--- src/rtl/alu_seq.sv ---
// alu_seq: registered, valid/ready handshaked ALU with an iterative logical shift-right.
// Define ALU_SEQ_MUL_EN to build the iterative shift-add multiplier for opcode 1101.
module alu_seq #(
    parameter int WIDTH   = 8,
    parameter int CONST_W = 2,
    parameter int CNT_W   = $clog2(WIDTH) + 1
) (
    input  logic               clk,
    input  logic               rst_n,
    input  logic               in_valid,
    output logic               in_ready,
    input  logic [3:0]         opcode,
    input  logic [WIDTH-1:0]   alu_rs1,
    input  logic [WIDTH-1:0]   alu_rs2,
    input  logic [CONST_W-1:0] constant,
    output logic               out_valid,
    input  logic               out_ready,
    output logic [WIDTH-1:0]   alu_out,
    output logic               overflow,
    output logic               branch_taken_o,
    output logic               illegal_op,
    output logic               sticky_of,
    input  logic               sticky_clr,
    output logic               busy
);

    // state | meaning
    // IDLE  | no result pending, ready for a request
    // BUSY  | iterative op stepping one bit per cycle, inputs ignored
    // DONE  | result registers valid, waiting for hand-off
    typedef enum logic [1:0] {IDLE, BUSY, DONE} state_t;

    localparam logic [3:0] OP_ADD  = 4'b0000;
    localparam logic [3:0] OP_ADDI = 4'b0001;
    localparam logic [3:0] OP_SUB  = 4'b0010;
    localparam logic [3:0] OP_SHL  = 4'b0011;
    localparam logic [3:0] OP_SLT  = 4'b0100;
    localparam logic [3:0] OP_EQ0  = 4'b0101;
    localparam logic [3:0] OP_CMPH = 4'b0110;
    localparam logic [3:0] OP_XOR  = 4'b0111;
    localparam logic [3:0] OP_CLR  = 4'b1000;
    localparam logic [3:0] OP_OR   = 4'b1001;
    localparam logic [3:0] OP_NOT  = 4'b1010;
    localparam logic [3:0] OP_JMP  = 4'b1011;
    localparam logic [3:0] OP_PASS = 4'b1100;
    localparam logic [3:0] OP_MUL  = 4'b1101;
    localparam logic [3:0] OP_SHR  = 4'b1110;

    localparam logic [WIDTH-1:0] WIDTH_V = WIDTH'(WIDTH);

    state_t             state;
    logic [WIDTH-1:0]   acc;
    logic [CNT_W-1:0]   cnt;
    logic               accept;
    logic               handoff;
    logic [WIDTH-1:0]   c_ext;
    logic [WIDTH:0]     add_full;
    logic [WIDTH:0]     addi_full;
    logic [CNT_W-1:0]   shr_n;
    logic [WIDTH-1:0]   res_out;
    logic               res_of;
    logic               res_br;
    logic               res_ill;
    logic               start_iter;

`ifdef ALU_SEQ_MUL_EN
    logic               mul_q;
    logic [2*WIDTH-1:0] mcand;
    logic [2*WIDTH-1:0] prod;
    logic [2*WIDTH-1:0] prod_next;

    // acc holds the multiplier, consumed LSB first while mcand walks left
    assign prod_next = prod + (acc[0] ? mcand : '0);
`endif

    assign c_ext     = {{(WIDTH-CONST_W){constant[CONST_W-1]}}, constant};
    assign add_full  = {1'b0, alu_rs1} + {1'b0, alu_rs2};
    assign addi_full = {1'b0, alu_rs1} + {1'b0, c_ext};
    assign shr_n     = CNT_W'(alu_rs2 % WIDTH_V);

    // DONE counts as idle once its result is leaving, so a new op can follow every cycle
    assign in_ready = rst_n && (state != BUSY) && (!out_valid || out_ready);
    assign accept   = in_valid && in_ready;
    assign handoff  = out_valid && out_ready;
    assign busy     = (state == BUSY);

    always_comb begin
        res_out    = '0;
        res_of     = 1'b0;
        res_br     = 1'b0;
        res_ill    = 1'b0;
        start_iter = 1'b0;
        case (opcode)
            OP_ADD:  {res_of, res_out} = add_full;
            OP_ADDI: {res_of, res_out} = addi_full;
            OP_SUB: begin
                res_out = alu_rs1 - alu_rs2;
                res_of  = (alu_rs1 < alu_rs2);
            end
            OP_SHL:  res_out = alu_rs1 << constant;
            OP_SLT:  res_out = {{(WIDTH-1){1'b0}}, ($signed(alu_rs1) < $signed(alu_rs2))};
            OP_EQ0:  res_br  = (alu_rs1 == '0);
            OP_CMPH: res_out = {{(WIDTH-1){1'b0}},
                                (alu_rs1[WIDTH-1:WIDTH/2] == alu_rs2[WIDTH-1:WIDTH/2])};
            OP_XOR:  res_out = alu_rs1 ^ alu_rs2;
            OP_CLR:  res_out = '0;
            OP_OR:   res_out = alu_rs1 | alu_rs2;
            OP_NOT:  res_out = ~alu_rs1;
            OP_JMP: begin
                res_out = alu_rs1;
                res_br  = 1'b1;
            end
            OP_PASS: res_out = alu_rs1;
            OP_SHR: begin
                if (shr_n == '0) res_out = alu_rs1;
                else             start_iter = 1'b1;
            end
`ifdef ALU_SEQ_MUL_EN
            OP_MUL:  start_iter = 1'b1;
`else
            OP_MUL:  res_ill = 1'b1;
`endif
            default: res_ill = 1'b1;
        endcase
    end

    always_ff @(posedge clk) begin
        if (!rst_n) begin
            state          <= IDLE;
            out_valid      <= 1'b0;
            alu_out        <= '0;
            overflow       <= 1'b0;
            branch_taken_o <= 1'b0;
            illegal_op     <= 1'b0;
            sticky_of      <= 1'b0;
            acc            <= '0;
            cnt            <= '0;
`ifdef ALU_SEQ_MUL_EN
            mul_q          <= 1'b0;
            mcand          <= '0;
            prod           <= '0;
`endif
        end else begin
            if (handoff && overflow) sticky_of <= 1'b1;
            else if (sticky_clr)     sticky_of <= 1'b0;

            case (state)
                IDLE, DONE: begin
                    if (accept && !start_iter) begin
                        state          <= DONE;
                        out_valid      <= 1'b1;
                        alu_out        <= res_out;
                        overflow       <= res_of;
                        branch_taken_o <= res_br;
                        illegal_op     <= res_ill;
                    end else if (accept) begin
                        state     <= BUSY;
                        out_valid <= 1'b0;
`ifdef ALU_SEQ_MUL_EN
                        mul_q <= (opcode == OP_MUL);
                        acc   <= (opcode == OP_MUL) ? alu_rs2 : alu_rs1;
                        cnt   <= (opcode == OP_MUL) ? CNT_W'(WIDTH) : shr_n;
                        mcand <= {{WIDTH{1'b0}}, alu_rs1};
                        prod  <= '0;
`else
                        acc <= alu_rs1;
                        cnt <= shr_n;
`endif
                    end else if (handoff) begin
                        state     <= IDLE;
                        out_valid <= 1'b0;
                    end
                end
                BUSY: begin
                    acc <= acc >> 1;
                    cnt <= cnt - CNT_W'(1);
`ifdef ALU_SEQ_MUL_EN
                    mcand <= mcand << 1;
                    prod  <= prod_next;
`endif
                    // last step: register the final value directly
                    if (cnt == CNT_W'(1)) begin
                        state          <= DONE;
                        out_valid      <= 1'b1;
                        branch_taken_o <= 1'b0;
                        illegal_op     <= 1'b0;
`ifdef ALU_SEQ_MUL_EN
                        if (mul_q) begin
                            alu_out  <= prod_next[WIDTH-1:0];
                            overflow <= |prod_next[2*WIDTH-1:WIDTH];
                        end else begin
                            alu_out  <= acc >> 1;
                            overflow <= 1'b0;
                        end
`else
                        alu_out  <= acc >> 1;
                        overflow <= 1'b0;
`endif
                    end
                end
                default: begin
                    state     <= IDLE;
                    out_valid <= 1'b0;
                end
            endcase
        end
    end

endmodule

--- config.mk ---
export PLATFORM = sky130hd
export DESIGN_NAME = alu_seq
export DESIGN_NICKNAME = d
export VERILOG_FILES = /design/src/rtl/alu_seq.sv
export SDC_FILE = /design/constraint.sdc
export NUM_CORES = 1
export LEC_CHECK = 0
export CAP_MARGIN = 20
export CORE_ASPECT_RATIO = 1.25
export CORE_MARGIN = 2
export CORE_UTILIZATION = 32
export DETAILED_ROUTE_END_ITERATION = 6
export SLEW_MARGIN = 20
export SYNTH_ARGS = -nofsm -noshare
export SYNTH_HDL_FRONTEND = slang
export SYNTH_SLANG_ARGS = --single-unit
--- constraint.sdc ---
create_clock -name clk -period 3.5 [get_ports clk]
set_clock_uncertainty 0.15 [all_clocks]
set_input_delay 0.7 -clock clk [delete_from_list [all_inputs] [get_ports clk]]
set_output_delay 0.7 -clock clk [all_outputs]
set_load 0.03 [all_outputs]
After elaboration in Yosys (flattened, before gate mapping):

Index checks and enable logic that the tools add are counted.

* equality and inequality tests: 23
* muxes and demuxes: 35
* reductions and logical operators: 21
* add/subtract/negate cells: 4
* shift-type cells: 1
* order comparisons: 2
* bitwise gates (word level): 3

Operators with widths (number)
* $pmux W8 S11: 1
* $mux W8: 5
* $pmux W8 S2: 2
* $eq A4 B4 Y1 const B: 6
* $add A8 B8 Y9: 2
* $eq A4 B3 Y1 const B: 4
* $lt A8 B8 Y1: 2
* $reduce_or A14 Y1: 1
* $mux W1: 13
* $pmux W1 S2: 5
* $eq A4 B1 Y1 const B: 2
* $eq A4 B2 Y1 const B: 2
* $logic_not A4 Y1: 2
* $logic_not A8 Y1: 1
* $mux W2: 4
* $mux W4: 2
* $not A8 Y8: 1
* $or A8 B8 Y8: 1
* $pmux W4 S2: 1
* $shl A8 B2 Y8: 1
* $sub A8 B8 Y8: 1
* $xor A8 B8 Y8: 1
* $logic_and A1 B1 Y1: 6
* $ne A2 B2 Y1 const B: 3
* 15 further kinds: 20

* word-level logic and storage cells: 98
* register bits after elaboration: 27
* bits of input ports: 27

Longest topological paths before layout:

Gate-level depths: netlist of run 1.

* word-level depth: 7
* depth in mapped cells: 10
* mapped depth without buffers: 10

Worst setup path before layout of run 1:

Ideal clock, no wire load.

* kind: in2reg
* from: input alu_rs1[4]
* to: register alu_out[7]
* arrival time: 2.581 ns
* path slack: 0.652 ns
* cell stages on the path: 9
* cells stage by stage: clkbuf_1 > inv_1 > ha_1 > clkbuf_1 > a21oi_1 > or3b_2 > a211oi_1 > nand4_1 > a32o_1

* word-level cells in the longest chain between the ends: 4
* elaborated cells between the ends (all ways): 7
* those cells by class: add/sub (3); shift (1); mux (3)

RTL lines
* from (decl): RTL line 13 `input logic [WIDTH-1:0] alu_rs1,`
* $sub A8 B8 Y8 (tied with other cells): RTL line 97 `res_out = alu_rs1 - alu_rs2;`
* $pmux W8 S11 (*): RTL line 93 `case (opcode)`
* $mux W8 (*): RTL line 149 `if (accept && !start_iter) begin`
* $pmux W8 S2 (*): RTL line 147 `case (state)`
* to (signal assigned): RTL line 152 `alu_out <= res_out;`
* to (signal assigned): RTL line 196 `alu_out <= acc >> 1;`
* to (decl): RTL line 18 `output logic [WIDTH-1:0] alu_out,`

Mark *: on every way between the ends. The rest lies on a longest branch, timed or not. The select of a mux whose other input is x is not followed.
A chain may end at the register's enable or synchronous reset.

Worst setup path in the final report of run 1:

* from: input alu_rs1[0]
* to: register overflow

* word-level cells in the longest chain between the ends: 4
* elaborated cells between the ends (all ways): 6
* those cells by class: add/sub (2); order compare (1); mux (3)

RTL lines
* $add A8 B8 Y9 (tied with other cells): RTL line 78 `assign addi_full = {1'b0, alu_rs1} + {1'b0, c_ext};`
* $pmux W1 S3 (*): RTL line 93
* $mux W1 (*): RTL line 149
* $pmux W1 S2 (*): RTL line 147
* to (signal assigned): RTL line 153 `overflow <= res_of;`
* to (decl): RTL line 19 `output logic overflow,`

Marked as above.

==> out/metrics.cfg, run 1 <==
[worst_setup_path]
critPathMaxFanout=5
critPathMaxStageDelay_ns=0.51
timing.critical_path.from_type=input pin
arrival_ns=3.11
worst-endpoint-required_ns=3.50
crit_chain=clkdlybuf4s50_1 -> ha_1 -> fa_1 -> a21o_1 -> a21o_1 -> a211o_1 -> a21oi_1 -> nor2b_1 -> o31a_1
timing_worst_setup_path_type=in2reg
cp_slowest_cell=clkdlybuf4s50_1
end_kind=flop
critPathMostFrequentCell=a21o_1

[power]
clock_power_share_pct=25.3
reg_power_share_pct=30.2
vdd.ir_drop.worst_uv=228.4
power.density_cell_area_mw_per_mm2=244.1
switching_power_mw=0.3517
internal_power_mw=0.6418
power_leakage_nw=1.617
power.combinational.fraction_pct=44.5
finalPower_mw=0.9935
sw_frac_of_total_pct=35.40

[hold_path]
hold_class=reg2reg

[logic_synthesis]
synth_top_flop_cell=dfxtp_1
yosys.cell_types.count=70
synth.cells.most_frequent=a21oi_1, ha_1, nor2_1, inv_1
synth_top_cells_by_area=dfxtp_1, ha_1, a21oi_1, nor2_1, inv_1
synth.avg_cell_area_sq_um=7.803
synthArstFlopShare_pct=0
yosysWarningCount=0
synth.largest_area_cell=dfxtp_1
synth.top_cell.area_share_pct=15.31
synth_instances=419
area_of_the_mapped_netlist_sq_mm=0.003269
synth-edff-count=0
mapped_nets=484
count_of_state_elements_after_synthesis=25
synth_seq_area_share_pct=15.31

[clocking]
cts_tree=yes
cts.repair.resized=0
cts_buffers=3
cts_hold_buf=0
cts.sinks=25
clk_root_buffer_cell=clkbuf_16
post-cts-setup-buffer-count=0
clkSlewWorstSetupHoldPaths_ns=0.07
clk-insertion-delay-late_ns=0.26
cts_max_level=1
clock_tree_buffer_depth=2

[global_route]
wire_length_of_the_first_global_routing_pass_mm=17.04
via_count_of_the_first_global_routing_pass=3326
pin_count_of_the_biggest_net_entering_global_routing=30
grt_util_all_layers_pct=19.57
grt_antenna_before_repair=0
grt_overflow_total=0

[drt]
detail_route.wl_per_cell_microns=17.93
first_iter_violations=267
via_count=3394
drt_pass1_iterations=5
postRouteAntennaNets=0
route.final.wire_length_mm=10.78
number_of_remaining_drc_errors=0
vias_per_cell=5.647

[timing]
finalHoldViolCount=0
final_max_slew_viol_count=0
grt_setup_unrepaired=false
tns_ns=0
max_slew.worst_pin.slew_ns=0.5645
fmax_mhz=321.3
min_cycle_time_layout_ns=3.112
period_utilisation_layout_pct=88.93
timing.max_slew.rel_slack_pct=62.37
finalSetupViolCount=0

[place]
dp.final_hpwl_mm=8.641
gp_routability_congestion=0.9086
numPortBuffers=41

[layout]
area_growth_pct=24.49
antenna_cells=0
share_of_cells_above_drive_strength_1_pct=12.29
num-nets-final=538

[outcome]
run_status=finished, final reports clean

[floorplan]
placementRows=41
area_of_the_core_sq_mm=0.01000
floorplan.die_area_sq_mm=0.01105
dieHeight_microns=117.0
initial_utilization_pct=32.68
die_x_microns=94.41
io-pin-count=42

[flow_run]
cap_viol_max_count=0

## worst max-delay path: cells and delay by family
family / cells / cell delay (ns)
simple gates: 1 / 0.06
fa+ha+maj: 2 / 0.70
buf+inv: 1 / 0.51
compound gates: 5 / 1.14
## cells in the final DEF, fill, tap and decap left out, drive strengths merged, types with 4 or more instances in the layout
cell,n
a211oi,10
a21o,6
a21oi,36
a221oi,5
a22oi,8
a32oi,5
and2,7
and3,5
buf,33
clkdlybuf4s50,41
dfxtp,25
ha,35
inv,32
mux2i,8
mux4,5
nand2,25
nand2b,10
nand3,7
nor2,33
nor2b,12
nor3,6
nor4,8
nor4b,5
o211ai,4
o21a,4
o21ai,19
o21bai,5
o22ai,4
o31ai,4
o32ai,5
or3,5
xnor2,5
## power by group through the flow
stage	Clock (mW)	Combinational, mW	Sequential (mW)
final	0.251	0.442	0.300
after global placement	0	0.435	0.307
after floorplan	0	0.256	0.321
after global routing	0.268	0.483	0.301
after detailed placement	0	0.438	0.307
after CTS	0.255	0.440	0.300
## metrics by stage
step	setup WS [ns]	instance area [sq um]	cells	utilization, %	hold slack (ns)
final	0.3875	4070	601	40.69	0.3028
after global routing	0.1728	4070	601	40.69	0.3261
after CTS	0.3832	4070	601	40.69	0.3074
after detailed placement	0.1157	3990	597	39.89	0.2996
after global placement	0.1411	3990	597	39.89	0.2886
after floorplan	0.6519	3269	419	-	0.2773
## final cells by class
class	instances	area (sq um)
fill	1059	5933
multi-input combinational	336	2521
timing repair buffer	74	683.2
sequential	25	500.5
tap	129	161.4
inverter	33	123.9
clock buffer	3	75.07
clock inverter	1	5.005
## registers in the layout, summed over array words and instances, names as in the netlist
name,flops
alu_out,8
acc,7
cnt,4
branch_taken_o,1
illegal_op,1
out_valid,1
overflow,1
state,1
sticky_of,1
## logic make-up after synthesis
logic type | synth area share, %
and+or+nand+nor | 24.26
xor gates and xnor gates | 2.143
DFF | 15.31
buffers and inverters | 7.577
AOI/OAI and AO/OA | 28.89
adders and majority gates | 15.23
muxes | 6.583
## layer usage
metal  vias to the layer above  global-route usage [%]  part of all wire (%)
met2                        91                   36.90                    52
li1                       1658                       -                     -
met3                        24                   1.793                   4.8
met5                         -                       0                     0
met1                      1621                   23.05                    40
met4                         0                   6.763                   3.2
## worst paths after layout
kind / startpoint / depth (start not counted) / endpoint / slack, ns
max: alu_rs1[0] / 9 / overflow / 0.39
min: acc[1] / 2 / acc[1] / 0.30
max reg2reg: out_valid / 7 / alu_out[0] / 1.25
min reg2reg: acc[1] / 2 / acc[1] / 0.30
(Power assumes the default switching activity.)
==> inputs of run 2 (changes only) <==
--- a/config.mk
+++ b/config.mk
@@ -8,8 +8,9 @@
 export CAP_MARGIN = 20
 export CORE_ASPECT_RATIO = 1.25
 export CORE_MARGIN = 2
-export CORE_UTILIZATION = 32
+export CORE_UTILIZATION = 57
 export DETAILED_ROUTE_END_ITERATION = 6
+export PLACE_DENSITY = 0.82
 export SLEW_MARGIN = 20
 export SYNTH_ARGS = -nofsm -noshare
 export SYNTH_HDL_FRONTEND = slang
==> out/metrics.cfg, run 2 (same netlist as run 1, synthesis figures left out) <==
[power]
power_leakage_nw=1.598
vdd.ir_drop.worst_uv=128.0
finalPower_mw=0.9166
power.density_cell_area_mw_per_mm2=232.8

[floorplan]
die_x_microns=71.74
placementRows=30
initial_utilization_pct=59.66
io-pin-count=42
area_of_the_core_sq_mm=0.005480
dieHeight_microns=88.68
floorplan.die_area_sq_mm=0.006362

[timing]
finalHoldViolCount=0
min_cycle_time_layout_ns=3.108
grt_setup_unrepaired=false
period_utilisation_layout_pct=88.80
final_hold_slack_ns=0.3074
timing.max_slew.rel_slack_pct=65.51
final_max_slew_viol_count=0
fmax_mhz=321.7
final_critical_path_setup_slack_ns=0.3920
max_slew.worst_pin.slew_ns=0.5173
tns_ns=0
finalSetupViolCount=0

[clocking]
cts.sinks=25
cts.repair.resized=0
cts_hold_buf=0
cts_max_level=1
cts_tree=yes
cts_buffers=3
post-cts-setup-buffer-count=0
clock_tree_buffer_depth=2
clk-insertion-delay-late_ns=0.28
clkSlewWorstSetupHoldPaths_ns=0.10
clk_root_buffer_cell=clkbuf_8

[drt]
drt_pass1_iterations=6
first_iter_violations=295
route.final.wire_length_mm=10.41
number_of_remaining_drc_errors=0
via_count=3552
detail_route.wl_per_cell_microns=19.38
postRouteAntennaNets=0
vias_per_cell=6.615

[layout]
num-nets-final=539
multi_input_comb_area_sq_mm=0.002521
antenna_cells=0
reg_top3=alu_out x8, acc x7, cnt x4
fillers=470
area_growth_pct=20.44
stdcell_count=537
mostFrequentLayoutCell=clkdlybuf4s50_1
largest_register_ffs=8
register_area_sq_um=500.5
top_register=alu_out
most-common-layout-cells=clkdlybuf4s50_1, a21oi_1, ha_1
share_of_cells_above_drive_strength_1_pct=12.47

[worst_setup_path]
timing_worst_setup_path_type=in2reg
timing.critical_path.from_type=input pin
arrival_ns=3.12
worst-endpoint-required_ns=3.51
reg2regPathDepth=7
critPathMaxFanout=7
r2r-start=out_valid
end_kind=flop
rr_endpoint=alu_out[5]
critPathLaunch=alu_rs2[2]
reg2reg_slack_ns=1.34
cp-endpoint=alu_out[5]

[outcome]
run_status=finished, final reports clean

[place]
numPortBuffers=41
placed_cells=533
gp_routability_congestion=0.9733
place_worst_setup_slack_ns=0.1086
dp.final_hpwl_mm=8.278

[flow_run]
cap_viol_max_count=0

[global_route]
grt_util_all_layers_pct=33.93
pin_count_of_the_biggest_net_entering_global_routing=20
grt_overflow_total=0
grt_antenna_before_repair=0
via_count_of_the_first_global_routing_pass=3473
wire_length_of_the_first_global_routing_pass_mm=16.94

[hold_path]
hold_class=reg2reg

run 2: cell count changes in the layout (fill, tap and decap cells not counted), sizes merged:
cell,change
buf,+1
run 2: worst min path at each step:
stage,from,to,depth (start not counted)
6_report,acc[6],acc[6],2
3_3_place_gp,acc[6],acc[6],2
2_1_floorplan,acc[1],acc[1],2
4_1_cts,acc[6],acc[6],2
5_1_grt,sticky_of,sticky_of,2
3_5_place_dp,acc[6],acc[6],2
run 2: worst max-delay path: stages:
cell             delay, ns
clkdlybuf4s50_1       0.52
inv_1                 0.12
ha_1                  0.41
inv_1                 0.08
a21oi_1               0.43
or4b_2                0.21
a21oi_1               0.05
nor4_1                0.48
o21ai_1               0.11
run 2: cell type report:
cell class	count	area share [%]
Multi-Input combinational cell	336	64.03
Timing Repair Buffer	75	16.90
Sequential cell	25	12.71
Inverter	33	3.146
Tap cell	64	2.034
Clock buffer	3	1.049
Clock inverter	1	0.1271
run 2: routing by layer:
layer | up-vias | track usage, % | wire length (microns)
met3 | 31 | 3.759 | 904
met4 | 0 | 13.38 | 348
li1 | 1672 | - | -
met1 | 1659 | 42.83 | 4070
met2 | 190 | 59.09 | 5083
met5 | - | 0 | 0
run 2: through the flow:
step,utilization [%],cell area [sq um]
after global routing,71.85,3938
after CTS,71.85,3938
after detailed placement,71.00,3891
after global placement,71.00,3891
after floorplan,-,3269
final,71.85,3938
run 2: power breakdown:
part | leakage, nW | internal [mW] | switching, mW | total [mW]
Sequential | 0.203 | 0.294 | 0.00660 | 0.300
Clock | 0.0255 | 0.0798 | 0.0956 | 0.175
Combinational | 1.37 | 0.192 | 0.249 | 0.441
==> inputs of run 3 (changes only) <==
--- a/config.mk
+++ b/config.mk
@@ -6,7 +6,7 @@
 export NUM_CORES = 1
 export LEC_CHECK = 0
 export CAP_MARGIN = 20
-export CORE_ASPECT_RATIO = 1.25
+export CORE_ASPECT_RATIO = 0.9
 export CORE_MARGIN = 2
 export CORE_UTILIZATION = 57
 export DETAILED_ROUTE_END_ITERATION = 6
==> out/metrics.cfg, run 3 (same netlist as run 1, synthesis figures left out) <==
[place]
numPortBuffers=41
dp.final_hpwl_mm=8.813
gp_routability_congestion=1.035
placed_cells=535
place_worst_setup_slack_ns=0.1385

[clocking]
cts_tree=yes
cts.sinks=25
clk-insertion-delay-late_ns=0.27
cts_buffers=3
post-cts-setup-buffer-count=0
clock_tree_buffer_depth=2
clkSlewWorstSetupHoldPaths_ns=0.09
cts_hold_buf=0
cts_max_level=1
clk_root_buffer_cell=clkbuf_8
cts.repair.resized=0

[layout]
mostFrequentLayoutCell=clkdlybuf4s50_1
stdcell_count=539
num-nets-final=535
fillers=495
top_register=alu_out
multi_input_comb_area_sq_mm=0.002521
most-common-layout-cells=clkdlybuf4s50_1, a21oi_1, ha_1
antenna_cells=0
share_of_cells_above_drive_strength_1_pct=11.73
largest_register_ffs=8
area_growth_pct=19.75
reg_top3=alu_out x8, acc x7, cnt x4
register_area_sq_um=500.5

[worst_setup_path]
rr_endpoint=alu_out[0]
timing.critical_path.from_type=input pin
arrival_ns=3.16
timing_worst_setup_path_type=in2reg
category_of_cells_accounting_for_the_largest_share_of_critical_path_delay=simple AND/OR/NAND/NOR gates
path_buf_inv=2
end_kind=flop
cp_slowest_cell=nor4_1
critPathMaxFanout=9
reg2reg_slack_ns=0.99
worst-endpoint-required_ns=3.54
r2r-start=state[0]
crit_chain=clkdlybuf4s50_1 -> inv_1 -> ha_1 -> nor4_1 -> a32oi_1 -> o32ai_1 -> a211oi_1 -> and3_1 -> a221oi_1
critPathMaxStageDelay_ns=0.58
reg2regPathDepth=7

[power]
power_leakage_nw=1.576
finalPower_mw=0.9264
vdd.ir_drop.worst_uv=192.3
power.density_cell_area_mw_per_mm2=236.6

[timing]
final_critical_path_setup_slack_ns=0.3777
period_utilisation_layout_pct=89.21
fmax_mhz=320.3
max_slew.worst_pin.slew_ns=0.6606
min_cycle_time_layout_ns=3.122
tns_ns=0
timing.max_slew.rel_slack_pct=55.79
grt_setup_unrepaired=false
finalHoldViolCount=0
finalSetupViolCount=0
final_max_slew_viol_count=0

[hold_path]
hold_class=reg2reg
hp-start=acc[1]
whs_endpoint=acc[1]
worst_hold_path.num_cells=2

[global_route]
grtUsageMet2_pct=57.69
grt_overflow_total=0
wire_length_of_the_first_global_routing_pass_mm=17.55
met3_usage_pct=7.909
grt_util_all_layers_pct=35.70
grt.busiest_layer=met2
via_count_of_the_first_global_routing_pass=3286
pin_count_of_the_biggest_net_entering_global_routing=20
grt_util_met1_pct=48.98
grt_antenna_before_repair=0

[flow_run]
cap_viol_max_count=0

[drt]
detail_route.wl_per_cell_microns=20.68
first_iter_violations=481
vias_per_cell=6.712
via_count=3618
postRouteAntennaNets=0
drt_pass1_iterations=6
number_of_remaining_drc_errors=0
route.final.wire_length_mm=11.15

[floorplan]
floorplan.die_area_sq_mm=0.006359
area_of_the_core_sq_mm=0.005595
dieHeight_microns=75.85
io-pin-count=42
initial_utilization_pct=58.43
die_x_microns=83.83
placementRows=26

[outcome]
run_status=finished, final reports clean

run 3: cell type report:
type,instances,share of cell area [%]
multi-input cells,336,64.40
flip-flops and latches,25,12.78
clock inverters,1,0.1278
clock buffers,3,1.055
well taps,70,2.237
repair buffers,71,16.24
inverters,33,3.164
run 3: worst max-delay path by stage:
| stage | cells past startpoint | startpoint | end | slack (ns) |
|---|---|---|---|---|
| 6_report | 9 | alu_rs1[5] | alu_out[0] | 0.38 |
| 5_1_grt | 9 | alu_rs1[4] | alu_out[0] | 0.22 |
| 4_1_cts | 9 | alu_rs1[0] | overflow | 0.44 |
| 3_5_place_dp | 9 | alu_rs1[0] | overflow | 0.14 |
| 3_3_place_gp | 9 | alu_rs1[5] | alu_out[0] | 0.16 |
| 2_1_floorplan | 9 | alu_rs1[4] | alu_out[7] | 0.65 |
run 3: power by group:
part / total (mW) / switching [mW] / leakage, nW / internal (mW)
registers: 0.300 / 0.00645 / 0.203 / 0.294
logic: 0.449 / 0.257 / 1.35 / 0.192
clock network: 0.177 / 0.0975 / 0.0255 / 0.0798
total: 0.926 / 0.361 / 1.58 / 0.565
run 3: routing by layer:
metal  share of wire (%)  up-vias  routed length [microns]
li1                    -     1663                        -
met1                  42     1691                     4695
met2                  44      240                     4944
met3                  11       24                     1257
met4                 2.3        0                      252
met5                   0        -                        0
run 3: stage by stage:
stage	hold WS [ns]	utilization [%]	instance area, sq um
floorplan	0.2773	-	3269
global placement	0.2853	69.14	3869
detailed placement	0.2908	69.14	3869
CTS	0.3036	69.97	3915
global route	0.3587	69.97	3915
finish	0.3005	69.97	3915
run 3: tightest hold or removal path: cells and delay by family (launching register included):
family           cells  cell delay, ns
AND/OR/NAND/NOR      1            0.05
flip-flops           1            0.32
AO/OA/AOI/OAI        1            0.05
